[src/rtl/crg_switch_seq.sv]
// Clock-switch sequencer for the CRG select/enable/reset-request inputs.
// Each accepted request runs gate -> dead time -> select change -> settle
// -> optional reset pulse -> ungate. One request is handled at a time.
// Optional build macro: CRG_SEQ_AUTO_RST_EN (every request pulses a reset).
module crg_switch_seq #(
  parameter int unsigned M          = 4,
  parameter int unsigned N          = 8,
  parameter int unsigned DEAD_CYC   = 8,
  parameter int unsigned SETTLE_CYC = 16,
  parameter int unsigned RST_CYC    = 4
) (
  input  logic                 clk_i,
  input  logic                 rst_i,
  input  logic                 req_valid_i,
  output logic                 req_ready_o,
  input  logic [$clog2(N)-1:0] req_ch_i,
  input  logic [$clog2(M)-1:0] req_sel_i,
  input  logic                 req_rst_i,
  input  logic                 ch_en_i    [N],
  output logic [$clog2(M)-1:0] sel_o      [N],
  output logic                 en_o       [N],
  output logic                 arst_req_o [N],
  output logic                 busy_o,
  output logic                 done_o,
  output logic                 err_o
);

  localparam int unsigned CW = $clog2(N);
  localparam int unsigned SW = $clog2(M);
  localparam int unsigned MaxDs  = (DEAD_CYC > SETTLE_CYC) ? DEAD_CYC : SETTLE_CYC;
  localparam int unsigned MaxCyc = (MaxDs > RST_CYC) ? MaxDs : RST_CYC;
  localparam int unsigned CntW   = $clog2(MaxCyc + 1);

  typedef enum logic [2:0] {
    StIdle,
    StGate,
    StSettle,
    StReset,
    StDone
  } state_e;

  state_e          state_q, state_d;
  logic [CntW-1:0] cnt_q, cnt_d;
  logic [CW-1:0]   ch_q;
  logic [SW-1:0]   sel_new_q;
  logic            rst_q;
  logic            err_q;

  logic [SW-1:0]   sel_q  [N];
  logic            gate_q [N];
  logic            arst_q [N];

  logic            eff_rst;
  logic            accept;
  logic            bad_req;
  logic            same_sel;
  logic [SW-1:0]   cur_sel;
  logic [CW-1:0]   tgt_ch;
  logic            gate_set, gate_clr, sel_upd, arst_set, arst_clr;

`ifdef CRG_SEQ_AUTO_RST_EN
  logic unused_req_rst;
  assign unused_req_rst = req_rst_i;
  assign eff_rst        = 1'b1;
`else
  assign eff_rst        = req_rst_i;
`endif

  assign req_ready_o = (state_q == StIdle) && !rst_i;
  assign accept      = req_valid_i && req_ready_o;
  assign bad_req     = (32'(req_ch_i) >= N) || (32'(req_sel_i) >= M);
  assign same_sel    = (cur_sel == req_sel_i);
  // While idle the request fields address the channel; afterwards the latch does.
  assign tgt_ch      = (state_q == StIdle) ? req_ch_i : ch_q;

  // Current select of the requested channel; out-of-range channels read as zero.
  always_comb begin
    cur_sel = '0;
    for (int i = 0; i < N; i++) begin
      if (req_ch_i == CW'(i)) cur_sel = sel_q[i];
    end
  end

  // Next-state logic and per-state channel strobes.
  always_comb begin
    state_d  = state_q;
    cnt_d    = cnt_q;
    gate_set = 1'b0;
    gate_clr = 1'b0;
    sel_upd  = 1'b0;
    arst_set = 1'b0;
    arst_clr = 1'b0;
    unique case (state_q)
      StIdle: begin
        if (accept) begin
          if (bad_req || (same_sel && !eff_rst)) begin
            state_d = StDone;
          end else begin
            state_d  = StGate;
            cnt_d    = CntW'(DEAD_CYC - 1);
            gate_set = 1'b1;
          end
        end
      end
      StGate: begin
        if (cnt_q == '0) begin
          state_d = StSettle;
          cnt_d   = CntW'(SETTLE_CYC - 1);
          sel_upd = 1'b1;
        end else begin
          cnt_d = cnt_q - 1'b1;
        end
      end
      StSettle: begin
        if (cnt_q == '0) begin
          if (rst_q) begin
            state_d  = StReset;
            cnt_d    = CntW'(RST_CYC - 1);
            arst_set = 1'b1;
          end else begin
            state_d  = StDone;
            gate_clr = 1'b1;
          end
        end else begin
          cnt_d = cnt_q - 1'b1;
        end
      end
      StReset: begin
        if (cnt_q == '0) begin
          state_d  = StDone;
          gate_clr = 1'b1;
          arst_clr = 1'b1;
        end else begin
          cnt_d = cnt_q - 1'b1;
        end
      end
      StDone: begin
        state_d = StIdle;
      end
      default: begin
        state_d = StIdle;
      end
    endcase
  end

  // Sequencer state and the request latched at the handshake.
  always_ff @(posedge clk_i) begin
    if (rst_i) begin
      state_q   <= StIdle;
      cnt_q     <= '0;
      ch_q      <= '0;
      sel_new_q <= '0;
      rst_q     <= 1'b0;
      err_q     <= 1'b0;
    end else begin
      state_q <= state_d;
      cnt_q   <= cnt_d;
      if (accept) begin
        ch_q      <= req_ch_i;
        sel_new_q <= req_sel_i;
        rst_q     <= eff_rst;
        err_q     <= bad_req;
      end
    end
  end

  // Per-channel gate, select and reset-request registers; only the target moves.
  always_ff @(posedge clk_i) begin
    for (int i = 0; i < N; i++) begin
      if (rst_i) begin
        gate_q[i] <= 1'b0;
        sel_q[i]  <= '0;
        arst_q[i] <= 1'b0;
      end else if (tgt_ch == CW'(i)) begin
        if (gate_set) begin
          gate_q[i] <= 1'b1;
        end else if (gate_clr) begin
          gate_q[i] <= 1'b0;
        end
        if (sel_upd) sel_q[i] <= sel_new_q;
        if (arst_set) begin
          arst_q[i] <= 1'b1;
        end else if (arst_clr) begin
          arst_q[i] <= 1'b0;
        end
      end
    end
  end

  // Channel outputs: software enable passes through unless gated.
  always_comb begin
    for (int i = 0; i < N; i++) begin
      en_o[i]       = ch_en_i[i] & ~gate_q[i];
      sel_o[i]      = sel_q[i];
      arst_req_o[i] = arst_q[i];
    end
  end

  // Status outputs decoded from the state register.
  always_comb begin
    busy_o = (state_q != StIdle);
    done_o = (state_q == StDone);
    err_o  = (state_q == StDone) && err_q;
  end

endmodule

[config.mk]
export PLATFORM = sky130hd
export DESIGN_NAME = crg_switch_seq
export DESIGN_NICKNAME = d
export VERILOG_FILES = /design/src/rtl/crg_switch_seq.sv
export SDC_FILE = /design/constraint.sdc
export NUM_CORES = 1
export LEC_CHECK = 0
export BUFFER_PORTS_ARGS = -buffer_cell sky130_fd_sc_hd__clkbuf_2
export CAP_MARGIN = 5
export CORE_ASPECT_RATIO = 0.6
export CORE_MARGIN = 2
export CORE_UTILIZATION = 45
export CTS_BUF_LIST = sky130_fd_sc_hd__clkbuf_16
export DETAILED_ROUTE_END_ITERATION = 10
export GPL_ROUTABILITY_DRIVEN = 0
export PLACE_DENSITY = 0.68
export SYNTH_ARGS = -nofsm -noshare
export SYNTH_HDL_FRONTEND = slang
export SYNTH_SLANG_ARGS = --single-unit
[constraint.sdc]
create_clock -name clk_i -period 4.02 [get_ports clk_i]
set_input_delay 0.201 -clock clk_i [delete_from_list [all_inputs] [get_ports clk_i]]
set_output_delay 0.201 -clock clk_i [all_outputs]
set_load 0.005 [all_outputs]
**After elaboration in Yosys (flattened, before gate mapping)**

Memories as Yosys holds them, arrays and structs flattened.
Index checks and enable logic that the tools add are counted.

- RAM bits: 32
- Word-level logic and storage cells: 308
- Register bits: 14
- Input port bits: 17
- Memories: 3

Memory list:

| name | depth | bits a word | rd ports | clocked after memory_dff | write ports | line | text |
|---|---|---|---|---|---|---|---|
| sel_q | 8 | 2 | 8 | 0 | 8 | 49 | `logic [SW-1:0] sel_q [N];` |
| arst_q | 8 | 1 | 8 | 0 | 8 | 51 | `logic arst_q [N];` |
| gate_q | 8 | 1 | 8 | 0 | 8 | 50 | `logic gate_q [N];` |

- Reductions and logical operators: 13
- $add $sub $neg: 1
- Eq/ne operators: 26
- Mux-type cells: 204
- Bitwise operators: 56

Operator list:

| operator | number |
|---|---|
| $mux 1 | 172 |
| $or 1x1->1 | 40 |
| $mux 2 | 16 |
| $mux 5 | 6 |
| $eq 3x3->1 const B | 9 |
| $mux 3 | 7 |
| $pmux 5 s4 | 1 |
| $eq 3x2->1 const B | 6 |
| $ne 2x2->1 const B | 6 |
| $pmux 3 s4 | 1 |
| $eq 3x1->1 const B | 3 |
| $logic_not 3->1 | 3 |
| $and 1x1->1 | 8 |
| $not 1->1 | 8 |
| $logic_not 5->1 | 1 |
| $reduce_and 5->1 | 1 |
| $sub 5x1->5 const B | 1 |
| $reduce_and 4->1 | 1 |
| $reduce_bool 4->1 | 1 |
| $logic_and 1x1->1 | 3 |
| $ne 3x3->1 const B | 1 |
| $reduce_bool 3->1 | 1 |
| $eq 2x2->1 | 1 |
| $logic_not 1->1 | 2 |
| $pmux 1 s2 | 1 |

**Longest topological paths before layout**

Gate-level depths: netlist of run 1.

- Word-level depth: 20
- Gate-level depth with buffers: 9

**Least setup slack after synthesis of run 1**

No wires, ideal clock.

- Kind: register to register
- From: register cnt_q[0]
- To: memory sel_q[1][0] in the netlist's numbering, enable pin
- Library setup time: 0.297 ns
- Stages on the path, launching flop included: 10
- Data arrival time: 1.655 ns
- Setup slack: 2.068 ns
- Data required time: 3.723 ns
- Buffers on the path: 1
- Cell sequence: dfxtp_1 > inv_1 > ha_1 > or4b_1 > clkbuf_1 > nor2_1 > nand2_1 > nor2_4 > nand2_1 > nand2_1

RTL lines:

| item | line | text |
|---|---|---|
| start, declared | 43 | `logic [CntW-1:0] cnt_q, cnt_d;` |
| start signal, assigned | 157 | `cnt_q <= cnt_d;` |
| end, declared | 49 |  |

==> out/summary.txt, run 1 <==
Pin count of the biggest net entering global routing = 29
Critical path class = flop to flop
Total power = 1250 µW
CTS tree = yes
Reg clk slew, reported paths = 0.06 ns
Post-route ant nets = 0
EDFF count, synth = 32
Hold Crit Start = req_sel_i[1]
Dominant synthesized flop cell = edfxtp_1
Port Buffer Count = 51
Reg2Reg Depth = 8
Post-cts gate resize count = 0
Initial antenna violation count = 0
Adder-Cell Fraction of Synth Area = 0.483%
Total number of vias = 2363
Hold Violations, Final = 0
Iter 0 DRT Violations = 356
Final Core Density = 53.6%
GR Overflow Total = 0
Placeable Area = 0.00557 mm²
I/O pins = 53
Clock Tree Buf Depth = 2
Complex-gate fraction of the synthesized area = 14.8%
Synth area leader = edfxtp_1
RSZ-0062 raised after global routing = false
Maximum clock frequency = 392 MHz
Final Non-Filler Cells = 420
Max-slew violations = 0
Post-Synth XOR/XNOR Area = 0.676%
Hold Crit Depth = 3
Asr flop ratio synth = 0%
Final setup viols = 0
Register area share after synthesis = 47.9%
Share of cells above drive strength 1 = 20.9%
Post-Synth Simple-Gate Area = 27.6%
Clock H-tree levels = 2
Final #Nets = 357
Yosys cell types = 48
Final setup margin = 1.47 ns
Die area = 0.00640 mm²
DRC errors left = 0
DRT Pass-1 Iters = 5
Die Ht = 62.8 µm
Worst skew pair latency = 0.29 ns
Worst path required time = 4.00 ns
Synth Register Bits = 46
Maximum vdd drop = 185 µV
Leakage = 0.00120 µW
R2r endpoint = gate_q[1][0]$_SDFFCE_PN0P_
Vias in the first global route = 2043
Root Buffer = clkbuf_16
Arrival @ worst endpoint = 2.53 ns
Hold Crit Class = input port to flop
Fin crit share = 63.4%
DR WL/cell = 16.4 µm
Synth top area share = 37.1%
Synth Cell Area = 0.00259 mm²
Most frequent cells after synthesis = 66 x nand2_1, 50 x nor2_1, 32 x edfxtp_1
Setup slack, reg-to-reg = 1.47 ns
Placed cell count = 412
Mux contribution to synthesized area = 3.57%
Setup TNS = 0 ns
Cell count after synthesis = 298
Max Cap Violations = 0
RR Startpoint = cnt_q[0]$_SDFFE_PP0P_
Crit. End Element = flop
Gr usage total = 22.3%
Initial core utilization = 46.5%
Clock sinks = 46
Detailed Route WL = 6870 µm
First-pass GRT wire length = 10900 µm
Count of synthesis-stage warnings from yosys = 0
DP HPWL = 5040 µm
Most frequent cell after synthesis = nand2_1
Via-per-instance ratio = 5.63
CTS Buf Count = 5
Final Critical Period = 2.55 ns
Slew margin rel. = 25.9%
CP Launch Type = flop
Syn_nets = 316
Worst-margin pin slew = 1.10 ns
Cts hold-fix bufs = 0
Pre-CTS WS = 1.55 ns
Main combinational cell family by area after synthesis = simple AND/OR/NAND/NOR gates
Avg Cell Area, Syn = 8.69 µm²
Status = finished clean
Min-Delay Endpoint = sel_new_q[1]$_SDFFE_PP0P_
N_diodes = 0
Setup Skew = 0.00780 ns
# Post-CTS Setup Buffers = 0
Die width = 102 µm
Rows = 21
Maximum fanout along the worst path = 8
Area growth syn-to-layout = 15.3%
Top post-synthesis cells by area = edfxtp_1 37%, dfxtp_1 11%, nand2_1 9.6%
PD cells = 418 mW/mm²
through the flow:
step / hold slack (ns) / area (µm²)
floorplan: 0.310 / 2590
global placement: 0.424 / 2850
detailed placement: 0.433 / 2850
CTS: 0.144 / 2990
global route: 0.172 / 2990
finish: 0.147 / 2990
where the power goes:
group | switching (µW) | internal, µW | leakage [µW] | total (µW)
combinational | 188 | 94.8 | 0.000677 | 283
clock | 168 | 225 | 0.0000724 | 393
sequential | 31.9 | 540 | 0.000446 | 572
layout make-up:
class	instances	area, µm²
fill	529	2580
sequential	46	1240
multi-input combinational	229	1220
timing repair buffer	52	263
clock buffer	5	125
tap	80	100
inverter	5	18.8
clock inverter	3	12.5
how the worst max path moves through the flow:
stage	startpoint	end	slack [ns]	depth (start not counted)
after floorplan	cnt_q[0]$_SDFFE_PP0P_	sel_q[1][0]$_SDFFCE_PN0P_	2.07	9
after global placement	cnt_q[0]$_SDFFE_PP0P_	arst_q[0][3]$_SDFFCE_PP0P_	1.55	8
after detailed placement	cnt_q[0]$_SDFFE_PP0P_	gate_q[1][0]$_SDFFCE_PN0P_	1.55	8
after CTS	cnt_q[0]$_SDFFE_PP0P_	gate_q[1][0]$_SDFFCE_PN0P_	1.53	8
after global routing	cnt_q[1]$_SDFFE_PP0P_	arst_q[1][3]$_SDFFCE_PP0P_	1.28	8
final	cnt_q[0]$_SDFFE_PP0P_	gate_q[1][0]$_SDFFCE_PN0P_	1.47	8
worst max-delay path, cell delays in order (launching register included):
cell and delay (ns):
dfxtp_1 0.34, inv_1 0.06, ha_1 0.18, nand2b_1 0.10, nor3_1 0.23, nand2_1 0.15, nor3_1 0.84, a21oi_1 0.19
o21ai_0 0.14
cells by family after synthesis:
family                   count (synthesis)
other                                    1
AO/OA/AOI/OAI                           59
multiplexers                             9
XOR/XNOR                                 2
adder cells (fa/ha/maj)                  1
buffers and inverters                   23
flip-flops                              46
AND/OR/NAND/NOR                        157
cell usage in the layout, fill, tap and decap left out, drive strengths merged, types with 2 or more instances in the layout:
| cell | synthesis | routed |
|---|---|---|
| nand2 | 66 | 66 |
| clkbuf | 10 | 56 |
| nor2 | 51 | 51 |
| edfxtp | 32 | 32 |
| o21ai | 22 | 22 |
| a21oi | 14 | 14 |
| dfxtp | 14 | 14 |
| nor2b | 10 | 10 |
| mux2i | 7 | 7 |
| nor3 | 7 | 7 |
| nand3 | 7 | 7 |
| inv | 5 | 6 |
| o21a | 5 | 5 |
| nand2b | 4 | 4 |
| nand3b | 3 | 3 |
| o211ai | 3 | 3 |
| a31oi | 3 | 3 |
| and2 | 2 | 2 |
| mux2 | 2 | 2 |
| a221oi | 2 | 2 |
| and3 | 2 | 2 |
| o41ai | 2 | 2 |
| or4 | 2 | 2 |
| o22ai | 2 | 2 |
| clkinv | 0 | 2 |
layer usage:
layer  GRT usage, %  wire (µm)  vias up  share of wire, %
li1               -          -     1110                 -
met1           38.2       3490     1085                51
met2           27.5       2520      159                37
met3           5.37        811        9                12
met4           4.33         38        0              0.55
met5              0          0        -                 0
state kept, by name, summed over array words and instances, names as in the netlist:
register,cells
sel_q,16
arst_q,8
gate_q,8
cnt_q,5
ch_q,3
state_q,3
sel_new_q,2
rst_q,1
(Power assumes the default switching activity.)
==> inputs of run 2 (changes only) <==
- ABC_AREA: unset -> 1
- PLACE_DENSITY: 0.68 -> 0.7
- clock period: 4.02 -> 2.2 ns (I/O delays scaled with it)
==> out/summary.txt, run 2 <==
Vias in the first global route = 2272 (+11%)
Reg clk slew, reported paths = 0.07 ns (about the same)
Gr usage total = 21.5% (-0.82 points)
Via-per-instance ratio = 5.02 (-11%)
Count of synthesis-stage warnings from yosys = 0 (unchanged)
Largest delay share family, worst path = simple AND/OR/NAND/NOR gates
Most flops, register = sel_q
Commonest non-fill, non-tap cell in the layout = nand2_1
Total number of vias = 2417 (+2.3%)
Fin crit share = 92.0% (+29 points)
Synth Register Bits = 46 (unchanged)
Sw frac = 31.2% (+0.085 points)
Critical path class = flop to flop
Final Core Density = 56.7% (+3.1 points)
Most frequent cells after synthesis = 75 x nand2_1, 58 x nor2_1, 51 x inv_1
Crit path buf inv count = 4 (+3)
Largest registers = sel_q (16), arst_q (8), gate_q (8)
Synth area leader = edfxtp_1
Synth top area share = 36.4% (-0.74 points)
DRC errors left = 0 (unchanged)
Rows = 21 (unchanged)
Max-slew violations = 0 (unchanged)
Dominant synthesized flop cell = edfxtp_1
Iter 0 DRT Violations = 180 (-49%)
Final #Nets = 418 (+17%)
Most frequent cells in the layout = 75 x nand2_1, 58 x nor2_1, 52 x inv_1, 51 x clkbuf_2, 32 x edfxtp_1
Register area share after synthesis = 47.0% (-0.95 points)
Stages on worst setup path = 9 (+1)
Share of cells above drive strength 1 = 24.2% (+3.3 points)
Die Ht = 63.4 µm (+0.95%)
Die width = 103 µm (+0.97%)
Leakage = 0.00145 µW (+22%)
Pre-CTS WS = 0.189 ns (-1.36 ns)
Combinational share of power = 25.0% (+2.3 points)
Cell with the most instances on the worst path = inv_1
GR Overflow Total = 0 (unchanged)
Clock power share = 34.1% (+2.6 points)
Initial antenna violation count = 0 (unchanged)
Syn_nets = 360 (+14%)
Met3 wire len = 441 µm (-46%)
Die area = 0.00652 mm² (+1.9%)
Worst skew pair latency = 0.29 ns (about the same)
Avg Cell Area, Syn = 7.73 µm² (-11%)
EDFF count, synth = 32 (unchanged)
DP HPWL = 5050 µm (+0.21%)
CTS Buf Count = 5 (unchanged)
Clock sinks = 46 (unchanged)
Placeable Area = 0.00562 mm² (+0.94%)
Area growth syn-to-layout = 20.7%
Status = finished clean
Hold Crit Depth = 3 (unchanged)
Largest stage delay, worst path = 0.39 ns (-0.45 ns)
Hold Violations, Final = 0 (unchanged)
CP Launch Type = flop
NetSw = 786 µW (+100%)
Maximum clock frequency = 494 MHz (+26%)
Port Buffer Count = 51 (unchanged)
Asr flop ratio synth = 0% (unchanged)
Yosys cell types = 34 (-29%)
Crit-path cells = nor3_4, inv_4, o21ai_2, inv_1, nor2_1, inv_1, nor2_1, inv_1, o21ai_1
Largest register FFs = 16 (unchanged)
Post-route ant nets = 0 (unchanged)
Uppermost routed layer = met4
Top post-synthesis cells by area = edfxtp_1 36%, nand2_1 11%, dfxtp_1 11%
Setup Skew = 0.00633 ns (-0.00147 ns)
Final setup margin = 0.177 ns (-1.29 ns)
PD cells = 790 mW/mm² (+89%)
Met2 WL post-DR = 2780 µm (+10%)
Cell count after synthesis = 342 (+15%)
Final Critical Period = 2.02 ns (-0.525 ns)
Clock H-tree levels = 2 (unchanged)
Maximum fanout along the worst path = 6 (-2)
DRT Pass-1 Iters = 5 (unchanged)
Post-Route M1 WL = 3250 µm (-7.0%)
# Post-CTS Setup Buffers = 0 (unchanged)
Root Buffer = clkbuf_16
Hold Crit Class = input port to flop
Final setup viols = 0 (unchanged)
# fillers = 516 (-2.5%)
Worst hold slack = 0.0807 ns (-0.0659 ns)
Worst path required time = 2.20 ns (-1.80 ns)
Synth Cell Area = 0.00264 mm² (+2.0%)
DR WL/cell = 13.6 µm (-17%)
Reg2Reg Depth = 9 (+1)
CP max stage cell = dfxtp_1
Max Cap Violations = 0 (unchanged)
RSZ-0062 raised after global routing = false
CTS tree = yes
Internal power = 1730 µW (+100%)
Arrival @ worst endpoint = 2.02 ns (-0.51 ns)
I/O pins = 53 (unchanged)
Detailed Route WL = 6560 µm (-4.5%)
Crit. End Element = flop
Clock Tree Buf Depth = 2 (unchanged)
N_diodes = 0 (unchanged)
Maximum vdd drop = 476 µV (+160%)
First-pass GRT wire length = 10700 µm (-1.0%)
Pin count of the biggest net entering global routing = 25 (-14%)
Flop pwr share = 40.9% (-4.9 points)
Initial core utilization = 47.0% (+0.50 points)
Setup TNS = 0 ns (unchanged)
Most frequent cell after synthesis = nand2_1
[run 2: cell count changes after synthesis, sizes merged, moves of 5 or more]
cell    change
clkbuf      -7
nor2       +15
nor3        +7
nand2      +17
or2         +5
mux2i       -7
a21oi       -7
nor2b      -10
nand4      +12
o21a        -5
nand3       +9
inv        +51
[run 2: worst paths after layout]
path	start	end	slack, ns
max	state_q[0]$_SDFFE_PP0P_	arst_q[1][1]$_SDFFCE_PP0P_	0.18
min	req_sel_i[1]	sel_new_q[1]$_SDFFE_PP0P_	0.08
max reg2reg	state_q[0]$_SDFFE_PP0P_	arst_q[1][1]$_SDFFCE_PP0P_	0.18
min reg2reg	ch_q[1]$_SDFFE_PP0P_	ch_q[1]$_SDFFE_PP0P_	0.49
[run 2: timing repair]
action,in CTS,in global routing
setup endpoints to repair,0,7
gates resized for setup,0,2
hold buffers,0,0
[run 2: per-layer routing]
| metal | track usage, % | vias up |
|---|---|---|
| met5 | 0 | - |
| met4 | 4.77 | 0 |
| met3 | 5.77 | 10 |
| met2 | 31.7 | 83 |
| met1 | 31.5 | 1115 |
| li1 | - | 1209 |
[run 2: through the flow]
step	instance area (µm²)	total power (µW)	instances
6_report	3190	2520	481
5_1_grt	3190	2650	481
4_1_cts	3180	2520	481
3_5_place_dp	3010	1660	473
3_3_place_gp	3010	1650	473
2_1_floorplan	2640	1480	342
[run 2: final cells by class]
type	count	area [µm²]	share of cell area, %
Clock buffer	5	125	3.92
Sequential cell	46	1240	38.9
Clock inverter	3	41.3	1.29
Timing Repair Buffer	58	308	9.65
Inverter	56	213	6.67
Tap cell	80	100	3.14
Multi-Input combinational cell	233	1160	36.4
[run 2: cells by family (layout without fill, tap and decap cells)]
logic type,after synthesis,in the layout,synth area share [%]
other cells,1,1,0.142
xor+xnor,2,2,0.663
flops,46,46,47.0
fa+ha+maj,1,1,0.473
buf+inv,63,122,9.42
simple gates,198,198,35.4
compound gates,31,31,6.91
[run 2: worst register-to-register path, cell delays in order (launching register included)]
cell and delay (ns):
dfxtp_1 0.39, nor3_4 0.33, inv_4 0.11, o21ai_2 0.19, inv_1 0.08, nor2_1 0.09
inv_1 0.06, nor2_1 0.19, inv_1 0.12, o21ai_1 0.17
[run 2: power by group through the flow]
stage / clock, µW / sequential [µW] / combinational [µW]
floorplan: 0 / 1040 / 438
global placement: 0 / 1050 / 598
detailed placement: 0 / 1050 / 612
CTS: 873 / 1030 / 618
global route: 906 / 1040 / 705
finish: 860 / 1030 / 630
==> inputs of run 3 (changes only) <==
==> constraint.sdc (replaced) <==
create_clock -name clk_i -period 2.2 [get_ports clk_i]
set_input_delay 0.22 -clock clk_i [delete_from_list [all_inputs] [get_ports clk_i]]
set_output_delay 0.22 -clock clk_i [all_outputs]
set_load 0.005 [all_outputs]
==> out/summary.txt, run 3 (same netlist as run 2, synthesis figures left out) <==
Area growth syn-to-layout = 20.2%
Largest register FFs = 16 (unchanged)
Clock Tree Buf Depth = 2 (unchanged)
DRT Pass-1 Iters = 5 (unchanged)
N_diodes = 0 (unchanged)
Maximum fanout along the worst path = 6 (unchanged)
CTS tree = yes
Most flops, register = sel_q
CP Launch Type = flop
Met2 usage = 28.7% (-2.9 points)
Multi-input logic area = 0.00116 mm² (-0.11%)
Worst hold slack = 0.179 ns (+0.0988 ns)
Worst path required time = 2.20 ns (about the same)
Cts hold-fix bufs = 0 (unchanged)
Met1 usage = 31.4% (-0.097 points)
Detailed Route WL = 6310 µm (-3.8%)
Post-route ant nets = 0 (unchanged)
Critical path class = flop to flop
Cell with the most instances on the worst path = inv_1
Die Ht = 63.4 µm (unchanged)
CP max stage cell = dfxtp_1
First-pass GRT wire length = 10300 µm (-4.2%)
Port Buffer Count = 51 (unchanged)
Placed Area = 0.00303 mm² (+0.42%)
Clock H-tree levels = 2 (unchanged)
Register area = 0.00124 mm² (unchanged)
Total number of vias = 2381 (-1.5%)
Worst skew pair latency = 0.29 ns (about the same)
Fin crit share = 89.8% (-2.2 points)
Hold Violations, Final = 0 (unchanged)
Root Buffer = clkbuf_16
Final Critical Period = 1.97 ns (-0.0489 ns)
# Post-CTS Setup Buffers = 0 (unchanged)
Leakage = 0.00145 µW (-0.13%)
Iter 0 DRT Violations = 194 (+7.8%)
DP HPWL = 4880 µm (-3.3%)
Total power = 2400 µW (-4.9%)
Initial antenna violation count = 0 (unchanged)
Initial core utilization = 47.0% (unchanged)
Final setup viols = 0 (unchanged)
# fillers = 538 (+4.3%)
I/O pins = 53 (unchanged)
Largest stage delay, worst path = 0.38 ns (about the same)
Hold Crit Class = input port to flop
Setup TNS = 0 ns (unchanged)
PD cells = 754 mW/mm² (-4.6%)
DR WL/cell = 13.1 µm (-3.8%)
GR Overflow Total = 0 (unchanged)
Arrival @ worst endpoint = 1.98 ns (-0.04 ns)
Gr usage total = 21.1% (-0.36 points)
Crit path buf inv count = 4 (unchanged)
Maximum clock frequency = 506 MHz (+2.5%)
Reg clk slew, reported paths = 0.06 ns (about the same)
Max-slew violations = 0 (unchanged)
Crit. End Element = flop
Commonest non-fill, non-tap cell in the layout = nand2_1
DRC errors left = 0 (unchanged)
Die area = 0.00652 mm² (unchanged)
Clock sinks = 46 (unchanged)
Vias in the first global route = 2149 (-5.4%)
Share of cells above drive strength 1 = 24.2% (unchanged)
Status = finished clean
Max Cap Violations = 0 (unchanged)
CTS Buf Count = 5 (unchanged)
Met3 Resource Use GR = 7.44% (+1.7 points)
Final #Nets = 418 (unchanged)
Pin count of the biggest net entering global routing = 27 (+8.0%)
Maximum vdd drop = 341 µV (-28%)
Busiest layer in global routing = met1
Largest delay share family, worst path = simple AND/OR/NAND/NOR gates
RSZ-0062 raised after global routing = false
Placeable Area = 0.00562 mm² (unchanged)
Rows = 21 (unchanged)
Most frequent cells in the layout = 75 x nand2_1, 57 x nor2_1, 52 x inv_1, 51 x clkbuf_2, 32 x edfxtp_1
Final Cell Area = 0.00318 mm² (-0.39%)
Setup Skew = 0.00367 ns (-0.00266 ns)
Via-per-instance ratio = 4.95 (-1.5%)
Largest registers = sel_q (16), arst_q (8), gate_q (8)
Crit-path cells = nor3_4, inv_4, o21ai_2, inv_1, nor2_1, inv_1, nor2_1, inv_1, o21ai_1
Die width = 103 µm (unchanged)
run 3: path summary, 6_finish.rpt:
check	startpoint	endpoint	slack, ns	depth (start not counted)
setup / recovery	state_q[0]$_SDFFE_PP0P_	arst_q[1][1]$_SDFFCE_PP0P_	0.23	9
hold / removal	req_sel_i[1]	sel_new_q[1]$_SDFFE_PP0P_	0.18	3
hold reg to reg	rst_q$_SDFFE_PP0P_	rst_q$_SDFFE_PP0P_	0.50	2
setup reg to reg	state_q[0]$_SDFFE_PP0P_	arst_q[1][1]$_SDFFCE_PP0P_	0.23	9
run 3: timing repair:
item / in CTS / in global routing
endpoints found under the hold margin: 0 / 0
resized for setup: 0 / 2
setup endpoints to repair: 0 / 4
run 3: metrics by stage:
stage | cells | setup WS [ns] | utilization [%]
finish | 481 | 0.225 | 56.5
global route | 481 | 0.0254 | 56.5
CTS | 481 | 0.222 | 56.4
detailed placement | 473 | 0.242 | 53.8
global placement | 473 | 0.258 | 53.8
floorplan | 342 | 0.346 | -
run 3: worst reg2reg max path: stages (launching register included):
cell     delay (ns)
dfxtp_1        0.38
nor3_4         0.34
inv_4          0.11
o21ai_2        0.17
inv_1          0.07
nor2_1         0.09
inv_1          0.06
nor2_1         0.20
inv_1          0.11
o21ai_1        0.14
run 3: final cells by class:
class	count	share of cell area, %
repair buffers	58	10.1
clock inverters	3	0.551
inverters	56	6.70
clock buffers	5	3.94
flip-flops and latches	46	39.1
multi-input cells	233	36.5
well taps	80	3.15
run 3: power by group:
part	switching [µW]	internal, µW	total [µW]
Clock	330	417	747
Sequential	40.6	990	1030
Combinational	404	214	619
run 3: layer usage:
metal | vias to the layer above | share of wire [%]
met4 | 0 | 1.1
met3 | 7 | 8.1
met1 | 1065 | 50
met2 | 92 | 41
li1 | 1217 | -
met5 | - | 0
